### config.mk
export PLATFORM = sky130hd
export DESIGN_NAME = dmi_arbiter_flat
export DESIGN_NICKNAME = d
export VERILOG_FILES = /design/src/rtl/dmi_arbiter_pkg.sv /design/src/rtl/dmi_arbiter_if.sv /design/src/rtl/dmi_arbiter_rr_picker.sv /design/src/rtl/dmi_arbiter.sv /design/src/flat_wrapper.sv
export SDC_FILE = /design/constraint.sdc
export NUM_CORES = 1
export LEC_CHECK = 0
export CORE_UTILIZATION = 34
export CTS_CLUSTER_DIAMETER = 30
export DETAILED_ROUTE_END_ITERATION = 12
export PLACE_DENSITY_LB_ADDON = 0.3
export SLEW_MARGIN = 20
export SYNTH_ARGS = -nofsm -noshare
export SYNTH_HDL_FRONTEND = slang
export SYNTH_SLANG_ARGS = --single-unit
export TNS_END_PERCENT = 1
### constraint.sdc
create_clock -name clk -period 2.56 [get_ports clk]
set_clock_uncertainty 0.15 [all_clocks]
set_input_delay 0.384 -clock clk [delete_from_list [all_inputs] [get_ports clk]]
set_output_delay 0.384 -clock clk [all_outputs]
set_load 0.01 [all_outputs]
### src/rtl/dmi_arbiter_pkg.sv
// Shared DMI field widths, op/response codes and arbiter state encodings.
package dmi_arb_pkg;

  localparam int DMI_ADDR_W = 7;
  localparam int DMI_DATA_W = 32;

  typedef enum logic [1:0] {
    DMI_NOP   = 2'd0,
    DMI_READ  = 2'd1,
    DMI_WRITE = 2'd2
  } dmi_op_e;

  typedef enum logic [1:0] {
    DMI_SUCCESS = 2'd0,
    DMI_FAILED  = 2'd2,
    DMI_BUSY    = 2'd3
  } dmi_resp_e;

  typedef enum logic [1:0] {
    ARB_IDLE  = 2'd0,
    ARB_ISSUE = 2'd1,
    ARB_WAIT  = 2'd2,
    ARB_RESP  = 2'd3
  } arb_state_e;

endpackage

### src/rtl/dmi_arbiter_if.sv
// Requester-side and debug-module-side DMI handshakes of the arbiter.
// slave = the arbiter, master = transports plus debug module.
interface dmi_arbiter_if #(parameter int N_REQ = 2);
  import dmi_arb_pkg::*;

  logic [N_REQ-1:0]            req_valid;
  logic [N_REQ-1:0]            req_ready;
  logic [N_REQ*DMI_ADDR_W-1:0] req_addr;
  logic [N_REQ*2-1:0]          req_op;
  logic [N_REQ*DMI_DATA_W-1:0] req_data;
  logic [N_REQ-1:0]            resp_valid;
  logic [N_REQ-1:0]            resp_ready;
  logic [1:0]                  resp_resp;
  logic [DMI_DATA_W-1:0]       resp_data;

  logic                  dmi_req_valid;
  logic                  dmi_req_ready;
  logic [DMI_ADDR_W-1:0] dmi_req_addr;
  logic [1:0]            dmi_req_op;
  logic [DMI_DATA_W-1:0] dmi_req_data;
  logic                  dmi_resp_valid;
  logic                  dmi_resp_ready;
  logic [1:0]            dmi_resp_resp;
  logic [DMI_DATA_W-1:0] dmi_resp_data;

  modport slave (
    input  req_valid, req_addr, req_op, req_data, resp_ready,
           dmi_req_ready, dmi_resp_valid, dmi_resp_resp, dmi_resp_data,
    output req_ready, resp_valid, resp_resp, resp_data,
           dmi_req_valid, dmi_req_addr, dmi_req_op, dmi_req_data, dmi_resp_ready
  );

  modport master (
    output req_valid, req_addr, req_op, req_data, resp_ready,
           dmi_req_ready, dmi_resp_valid, dmi_resp_resp, dmi_resp_data,
    input  req_ready, resp_valid, resp_resp, resp_data,
           dmi_req_valid, dmi_req_addr, dmi_req_op, dmi_req_data, dmi_resp_ready
  );

endinterface

### src/rtl/dmi_arbiter_rr_picker.sv
// Combinational round-robin pick: first set request at or above ptr, wrapping.
module dmi_rr_picker #(
  parameter int N_REQ = 2
) (
  input  logic [N_REQ-1:0]         req,
  input  logic [$clog2(N_REQ)-1:0] ptr,
  output logic [N_REQ-1:0]         gnt,
  output logic [$clog2(N_REQ)-1:0] gnt_idx
);

  localparam int IW = $clog2(N_REQ);

  int   j;
  logic found;

  always_comb begin
    gnt     = '0;
    gnt_idx = '0;
    found   = 1'b0;
    j       = 0;
    for (int k = 0; k < N_REQ; k++) begin
      j = int'(ptr) + k;
      if (j >= N_REQ) j = j - N_REQ;
      if (!found && req[j]) begin
        found   = 1'b1;
        gnt[j]  = 1'b1;
        gnt_idx = IW'(j);
      end
    end
  end

endmodule

### src/rtl/dmi_arbiter.sv
// Round-robin share of one DMI port between N_REQ transports, one transaction in flight.
// Optional response timeout under DMI_ARB_TIMEOUT_EN.
module dmi_arbiter
  import dmi_arb_pkg::*;
#(
  parameter int N_REQ   = 2,
  parameter int TIMEOUT = 1024
) (
  input  logic                     clk,
  input  logic                     reset,
  dmi_arbiter_if.slave             bus,
  output logic [$clog2(N_REQ)-1:0] owner,
  output logic                     busy
);

  localparam int IW = $clog2(N_REQ);
  localparam logic [1:0] S_IDLE  = ARB_IDLE;
  localparam logic [1:0] S_ISSUE = ARB_ISSUE;
  localparam logic [1:0] S_WAIT  = ARB_WAIT;
  localparam logic [1:0] S_RESP  = ARB_RESP;

  logic [1:0]       state;
  logic [IW-1:0]    rr_ptr;
  logic [N_REQ-1:0] gnt;
  logic [IW-1:0]    gnt_idx;
  logic [N_REQ-1:0] owner_oh;
  logic             req_hs;
  logic             timed_out;

  dmi_rr_picker #(.N_REQ(N_REQ)) u_pick (
    .req     (bus.req_valid),
    .ptr     (rr_ptr),
    .gnt     (gnt),
    .gnt_idx (gnt_idx)
  );

  assign bus.req_ready = (state == S_IDLE) ? gnt : '0;
  assign req_hs        = (state == S_IDLE) && (|bus.req_valid);
  assign owner_oh      = N_REQ'(1) << owner;

`ifdef DMI_ARB_TIMEOUT_EN
  logic [31:0] wait_cnt;

  always_ff @(posedge clk or posedge reset) begin
    if (reset)                 wait_cnt <= '0;
    else if (state == S_ISSUE) wait_cnt <= '0;
    else if (state == S_WAIT)  wait_cnt <= wait_cnt + 32'd1;
  end

  assign timed_out = (wait_cnt == 32'(TIMEOUT - 1));
`else
  assign timed_out = 1'b0;
`endif

  always_ff @(posedge clk or posedge reset) begin
    if (reset) begin
      state              <= S_IDLE;
      rr_ptr             <= '0;
      owner              <= '0;
      busy               <= 1'b0;
      bus.dmi_req_valid  <= 1'b0;
      bus.dmi_req_addr   <= '0;
      bus.dmi_req_op     <= '0;
      bus.dmi_req_data   <= '0;
      bus.dmi_resp_ready <= 1'b0;
      bus.resp_valid     <= '0;
      bus.resp_resp      <= '0;
      bus.resp_data      <= '0;
    end else begin
      case (state)
        S_IDLE: begin
`ifdef DMI_ARB_TIMEOUT_EN
          // Late responses to a timed-out transaction are drained while idle.
          bus.dmi_resp_ready <= !req_hs;
`endif
          if (req_hs) begin
            bus.dmi_req_addr  <= bus.req_addr[int'(gnt_idx)*DMI_ADDR_W +: DMI_ADDR_W];
            bus.dmi_req_op    <= bus.req_op[int'(gnt_idx)*2 +: 2];
            bus.dmi_req_data  <= bus.req_data[int'(gnt_idx)*DMI_DATA_W +: DMI_DATA_W];
            bus.dmi_req_valid <= 1'b1;
            owner             <= gnt_idx;
            rr_ptr            <= (gnt_idx == IW'(N_REQ - 1)) ? '0 : gnt_idx + 1'b1;
            busy              <= 1'b1;
            state             <= S_ISSUE;
          end
        end
        S_ISSUE: begin
          if (bus.dmi_req_ready) begin
            bus.dmi_req_valid  <= 1'b0;
            bus.dmi_resp_ready <= 1'b1;
            state              <= S_WAIT;
          end
        end
        S_WAIT: begin
          if (bus.dmi_resp_valid || timed_out) begin
            bus.resp_resp      <= bus.dmi_resp_valid ? bus.dmi_resp_resp : DMI_FAILED;
            bus.resp_data      <= bus.dmi_resp_valid ? bus.dmi_resp_data : '0;
            bus.resp_valid     <= owner_oh;
            bus.dmi_resp_ready <= 1'b0;
            state              <= S_RESP;
          end
        end
        default: begin
          if (|(bus.resp_ready & owner_oh)) begin
            bus.resp_valid <= '0;
            busy           <= 1'b0;
            state          <= S_IDLE;
`ifdef DMI_ARB_TIMEOUT_EN
            bus.dmi_resp_ready <= 1'b1;
`endif
          end
        end
      endcase
    end
  end

endmodule

### src/flat_wrapper.sv
// flat-port wrapper written by rule: the top's interface ports become plain ports
module dmi_arbiter_flat import dmi_arb_pkg::*;
#(
  parameter int N_REQ   = 2,
  parameter int TIMEOUT = 1024
)
  (clk, reset, owner, busy, bus_req_valid, bus_req_addr, bus_req_op, bus_req_data, bus_resp_ready, bus_dmi_req_ready, bus_dmi_resp_valid, bus_dmi_resp_resp, bus_dmi_resp_data, bus_req_ready, bus_resp_valid, bus_resp_resp, bus_resp_data, bus_dmi_req_valid, bus_dmi_req_addr, bus_dmi_req_op, bus_dmi_req_data, bus_dmi_resp_ready);
  dmi_arbiter_if #(.N_REQ(N_REQ)) bus_i ();
  input  logic clk;
  input  logic reset;
  output logic [$clog2(N_REQ)-1:0] owner;
  output logic busy;
  input wire logic [$bits(bus_i.req_valid)-1:0] bus_req_valid;
  input wire logic [$bits(bus_i.req_addr)-1:0] bus_req_addr;
  input wire logic [$bits(bus_i.req_op)-1:0] bus_req_op;
  input wire logic [$bits(bus_i.req_data)-1:0] bus_req_data;
  input wire logic [$bits(bus_i.resp_ready)-1:0] bus_resp_ready;
  input wire logic [$bits(bus_i.dmi_req_ready)-1:0] bus_dmi_req_ready;
  input wire logic [$bits(bus_i.dmi_resp_valid)-1:0] bus_dmi_resp_valid;
  input wire logic [$bits(bus_i.dmi_resp_resp)-1:0] bus_dmi_resp_resp;
  input wire logic [$bits(bus_i.dmi_resp_data)-1:0] bus_dmi_resp_data;
  output wire logic [$bits(bus_i.req_ready)-1:0] bus_req_ready;
  output wire logic [$bits(bus_i.resp_valid)-1:0] bus_resp_valid;
  output wire logic [$bits(bus_i.resp_resp)-1:0] bus_resp_resp;
  output wire logic [$bits(bus_i.resp_data)-1:0] bus_resp_data;
  output wire logic [$bits(bus_i.dmi_req_valid)-1:0] bus_dmi_req_valid;
  output wire logic [$bits(bus_i.dmi_req_addr)-1:0] bus_dmi_req_addr;
  output wire logic [$bits(bus_i.dmi_req_op)-1:0] bus_dmi_req_op;
  output wire logic [$bits(bus_i.dmi_req_data)-1:0] bus_dmi_req_data;
  output wire logic [$bits(bus_i.dmi_resp_ready)-1:0] bus_dmi_resp_ready;
  assign bus_i.req_valid = bus_req_valid;
  assign bus_i.req_addr = bus_req_addr;
  assign bus_i.req_op = bus_req_op;
  assign bus_i.req_data = bus_req_data;
  assign bus_i.resp_ready = bus_resp_ready;
  assign bus_i.dmi_req_ready = bus_dmi_req_ready;
  assign bus_i.dmi_resp_valid = bus_dmi_resp_valid;
  assign bus_i.dmi_resp_resp = bus_dmi_resp_resp;
  assign bus_i.dmi_resp_data = bus_dmi_resp_data;
  assign bus_req_ready = bus_i.req_ready;
  assign bus_resp_valid = bus_i.resp_valid;
  assign bus_resp_resp = bus_i.resp_resp;
  assign bus_resp_data = bus_i.resp_data;
  assign bus_dmi_req_valid = bus_i.dmi_req_valid;
  assign bus_dmi_req_addr = bus_i.dmi_req_addr;
  assign bus_dmi_req_op = bus_i.dmi_req_op;
  assign bus_dmi_req_data = bus_i.dmi_req_data;
  assign bus_dmi_resp_ready = bus_i.dmi_resp_ready;
  dmi_arbiter #(.N_REQ(N_REQ), .TIMEOUT(TIMEOUT)) u_core (.clk(clk), .reset(reset), .bus(bus_i), .owner(owner), .busy(busy));
endmodule
# After elaboration in Yosys (flattened, before gate mapping)
# Index checks and enable logic that the tools add are counted.
classes:
  add_sub_neg: 4
  multipliers: 1
  n_div: 0
  n_lt_le_gt_ge: 6
  eq_ne: 5
  n_shift: 4
  muxes: 34
  bitwise_logic: 4
  n_reduce_logical: 22
op_table:
  columns: ["operator", "n"]
  rows:
  - ["32-bit by 1-bit >= comparator with 1-bit output (second input constant)", 2]
  - ["32-bit by 3-bit < comparator with 1-bit output (second input constant)", 2]
  - ["32-bit 2-to-1 mux", 2]
  - ["64-bit by 7-bit indexed part select with 32-bit output", 1]
  - ["14-bit by 32-bit indexed part select with 7-bit output", 1]
  - ["1-bit 2-to-1 mux", 17]
  - ["2-bit 2-to-1 mux", 8]
  - ["3-bit AND reduction", 4]
  - ["2-bit nonzero test", 4]
  - ["2-bit OR reduction", 4]
  - ["1-bit case mux with 2 select lines", 3]
  - ["2-bit case mux with 3 select lines", 1]
  - ["1-bit logical AND", 4]
  - ["1-bit by 3-bit multiplier with 4-bit output (second input constant)", 1]
  - ["2-bit inequality test (second input constant)", 2]
  - ["2-bit case mux with 2 select lines", 1]
  - ["2-bit AND reduction", 2]
  - ["4-bit AND reduction", 1]
  - ["4-bit nonzero test", 1]
  - ["4-bit by 3-bit indexed part select with 2-bit output", 1]
  - ["1-bit by 2-bit subtractor with 3-bit output (second input constant)", 1]
  - ["2-bit by 2-bit subtractor with 3-bit output (second input constant)", 1]
  - ["1-bit by 1-bit adder with 2-bit output (second input constant)", 1]
  - ["2-bit AND", 1]
  - ["other kinds (12)", 14]
word_totals:
  reg_bits: 84
  latch_bits: 0
  ramBits: 0
  rom_bits: 0
  inputBits: 124
  wordCells: 92
  n_memories: 0

# Depth between registers and ports, before layout
depth:
  ltp_word: 11
  depth_mapped: 7
  depth_no_buf: 5

# Hierarchy
# A second synthesis with hierarchy kept.
unflattened:
  cells_unflattened: 303
  hier_area_um2: 3683.5
by_module_without_submodules:
  columns: ["mod", "n_inst", "cells_each", "area_per_inst_um2"]
  rows:
  - ["dmi_arbiter", 1, 299, 3653.5]
  - ["dmi_rr_picker", 1, 4, 30.0]

# Least setup slack after synthesis
# OpenSTA, ideal clock, no wires.
synth_path:
  kind: "reg2out"
  from: "register u_core.state[1]"
  to: "output bus_req_ready[0]"
  arrival_time_ns: 1.220
  t_required_ns: 2.026
  slack_ns: 0.806
  stages_incl_launch_ff: 7
  path_cell_list: "dfrtp_1 > inv_1 > ha_1 > buf_4 > nand2_1 > a21oi_2 > buf_2"
synth_via:
  elab_chain_cells: 2
synth_lines:
  columns: ["element", "line_no", "text"]
  rows:
  - ["start, declared", "dmi_arbiter.sv:22", "logic [1:0] state;"]
  - ["start signal, assigned", "dmi_arbiter.sv:57", "state <= S_IDLE;"]
  - ["start signal, assigned", "dmi_arbiter.sv:84", "state <= S_ISSUE;"]
  - ["start signal, assigned", "dmi_arbiter.sv:91", "state <= S_WAIT;"]
  - ["2-bit zero test", "dmi_arbiter.sv:37", "assign bus.req_ready = (state == S_IDLE) ? gnt : '0;"]
  - ["2-bit 2-to-1 mux", "dmi_arbiter.sv:37", null]
  - ["end, declared", "flat_wrapper.sv:22", "output wire logic [$bits(bus_i.req_ready)-1:0] bus_req_ready;"]
# No other way between the ends.

# Worst setup path in the final report
layout_path:
  from: "register u_core.state[0]"
  to: "output bus_req_ready[1]"
# Same word-level chain as after synthesis.

==> out/metrics.cfg <==
[outcome]
status=completed

[yosys]
synth_async_sr_flop_share=1.00
synth_cell_type_count=34
synth_ff_type=dfrtp_1
synth.avg_cell_area_um2=13.5
yosysSeqAreaShare=0.586
synth_edf_count=0
yosysWarnings=0
syn_nets=392
synthesis.area_um2=3590
synth_seq_cells=84
syn_inst=265

[finish]
synthToLayoutAreaGrowth_pct=68.5
num_antenna_cells=0
multi_input_area_um2=1390
final_common_cell=clkdlybuf4s50_1
fin_nets=599
final_layout_size_suffix_gt1_frac=0.140
nFillCells=861
seqCellArea_um2=2100
final_cell_mix=clkdlybuf4s50_1, dfrtp_1, a221o_1
post-route-cell-area_um2=6040
instances_no_fill=613

[critical_path]
critPathLaunchType=register
crit_slowest_cell=clkdlybuf4s50_1
crit_type=reg2out
path_max_fanout=9
arrival_ns=1.91
worstPathRequired_ns=2.03
critPathBufInv=2
end_kind=output port
critPathTopFamily=buffers and inverters
max_stage_delay_ns=0.55
path_cells=inv_1 > ha_4 > nand2_1 > a21oi_4 > clkdlybuf4s50_1

[power]
p_total_uw=6570
vdd_drop_max_uv=475
power_density_nw_per_um2=1090
p_leak_uw=0.00250

[place]
globalplace.congestion=0.795
place_hpwl_um=7220
dpl_cell_area_um2=5830
io_buffers=206
dpl.cell_count=597

[timing]
tns_ns=0
finalHoldViolCount=0
finalCriticalPeriod_ns=2.44
rsz0062_at_grt=no
final.period_utilization=0.955
maxSlewViolCount=0
setup_viol=0
tightest_slew_ns=0.456
slew_headroom=0.696
fmax_mhz=409

[floorplanning]
num_rows=37
core_um2=10300
start_util=0.349
die_area_um2=11000
dieHeight_um=105
design.portCount=207
die_w_um=105

[cts]
clock_latency_ns=0.35
clock_sinks=84
clk_path_buf_depth=2
htreeDepth=3
clockRootBuffer=clkbuf_8
numCtsBuffers=9
postCtsSetupBuffers=0
clk_pin_slew_ns=0.09
tritoncts=done

[global_routing]
grt_max_degree=85
grt_pass1_vias=3269
antenna_found_initial=0
grtUsageTotal=0.190
grt_overflow=0
grt_pass1_wl_um=16200

[route]
drc=0
drtPass1Iterations=4
via_per_inst=5.01
drt_iter0_markers=99
drtAntennaViolNets=0
wl_per_cell_um=16.5
vias=3069
drt_wl_total_um=10100

[hold_path]
hold_path_class=in2async

[flow_run]
max-cap-violations=0

flip-flops by register name (all words and copies together), names as in the netlist:
register / cells
u_core.bus.dmi_req_addr: 7
u_core.bus.dmi_req_valid: 1
u_core.bus.dmi_req_data: 32
u_core.bus.resp_resp: 2
u_core.state: 2
u_core.bus.dmi_req_op: 2
u_core.owner: 1
u_core.rr_ptr: 1
u_core.bus.resp_valid: 2
u_core.busy: 1
u_core.bus.dmi_resp_ready: 1
u_core.bus.resp_data: 32
stage by stage:
step	setup slack [ns]	hold slack [ns]	utilization
finish	0.116	0.334	0.588
global route	0.00400	0.357	0.588
CTS	0.0513	0.346	0.588
detailed placement	0.206	0.342	0.567
global placement	0.229	0.335	0.567
floorplan	0.806	0.343	-
worst paths after layout:
kind | from | cells past startpoint | end | slack (ns)
min in group clk | u_core.bus.resp_data[24] | 1 | u_core.bus.resp_data[24] | 0.36
hold reg to reg | u_core.bus.resp_data[24] | 1 | u_core.bus.resp_data[24] | 0.36
hold / removal | reset | 3 | u_core.bus.resp_data[19] | 0.33
setup reg to reg | u_core.state[0] | 6 | u_core.bus.dmi_req_addr[2] | 0.65
setup / recovery | u_core.state[0] | 5 | bus_req_ready[1] | 0.12
max in group asynchronous | reset | 3 | u_core.bus.dmi_req_data[9] | 1.56
cell type report:
| type | instances | share of cell area |
|---|---|---|
| sequential | 84 | 0.348 |
| tap | 136 | 0.0282 |
| clock inverter | 7 | 0.0122 |
| clock buffer | 9 | 0.0205 |
| timing repair buffer | 214 | 0.356 |
| inverter | 7 | 0.00497 |
| multi-input combinational | 156 | 0.231 |
cell families (layout without fill, tap and decap cells):
logic type               Yosys count  after routing  synth area share
flip-flops                        84             84             0.586
AO/OA/AOI/OAI                     64             64             0.167
multiplexers                      36             36             0.114
buffers and inverters             25            237            0.0331
AND/OR/NAND/NOR                   53             53            0.0893
adder cells (fa/ha/maj)            3              3            0.0105
routing by layer:
| layer | up-vias | wire [µm] | GRT usage |
|---|---|---|---|
| li1 | 1408 | - | - |
| met5 | - | 0 | 0 |
| met4 | 0 | 248 | 0.0805 |
| met1 | 1470 | 4260 | 0.230 |
| met2 | 171 | 4740 | 0.304 |
| met3 | 20 | 864 | 0.0711 |
synth_stat cells (all sizes together), types with 2 or more instances:
cell type	count	share of area
ha	3	0.010
a221o	41	0.11
a21oi	2	0.0049
and2	41	0.072
a31oi	3	0.0052
buf	14	0.022
clkbuf	4	0.0042
nand2b	2	0.0035
a21o	2	0.0045
inv	7	0.0073
dfrtp	84	0.59
nor2b	2	0.0035
nand2	5	0.0059
mux2	35	0.11
o2111ai	2	0.0049
o21ai	5	0.010
o2bb2ai	2	0.0049
worst min-delay path: cells and delay by family:
family	cells	cell delay (ns)
buffers and inverters	3	0.88
what timing repair did:
item	in CTS	in global routing
gates resized for setup	2	1
hold buffers	0	0
endpoints found under the setup margin	2	1
report_power, final:
group / total (µW) / switching, µW / internal, µW
clock network: 955 / 498 / 456
registers: 2310 / 350 / 1960
logic: 3300 / 1260 / 2050
Note: power is estimated with default switching activity, not from simulation.
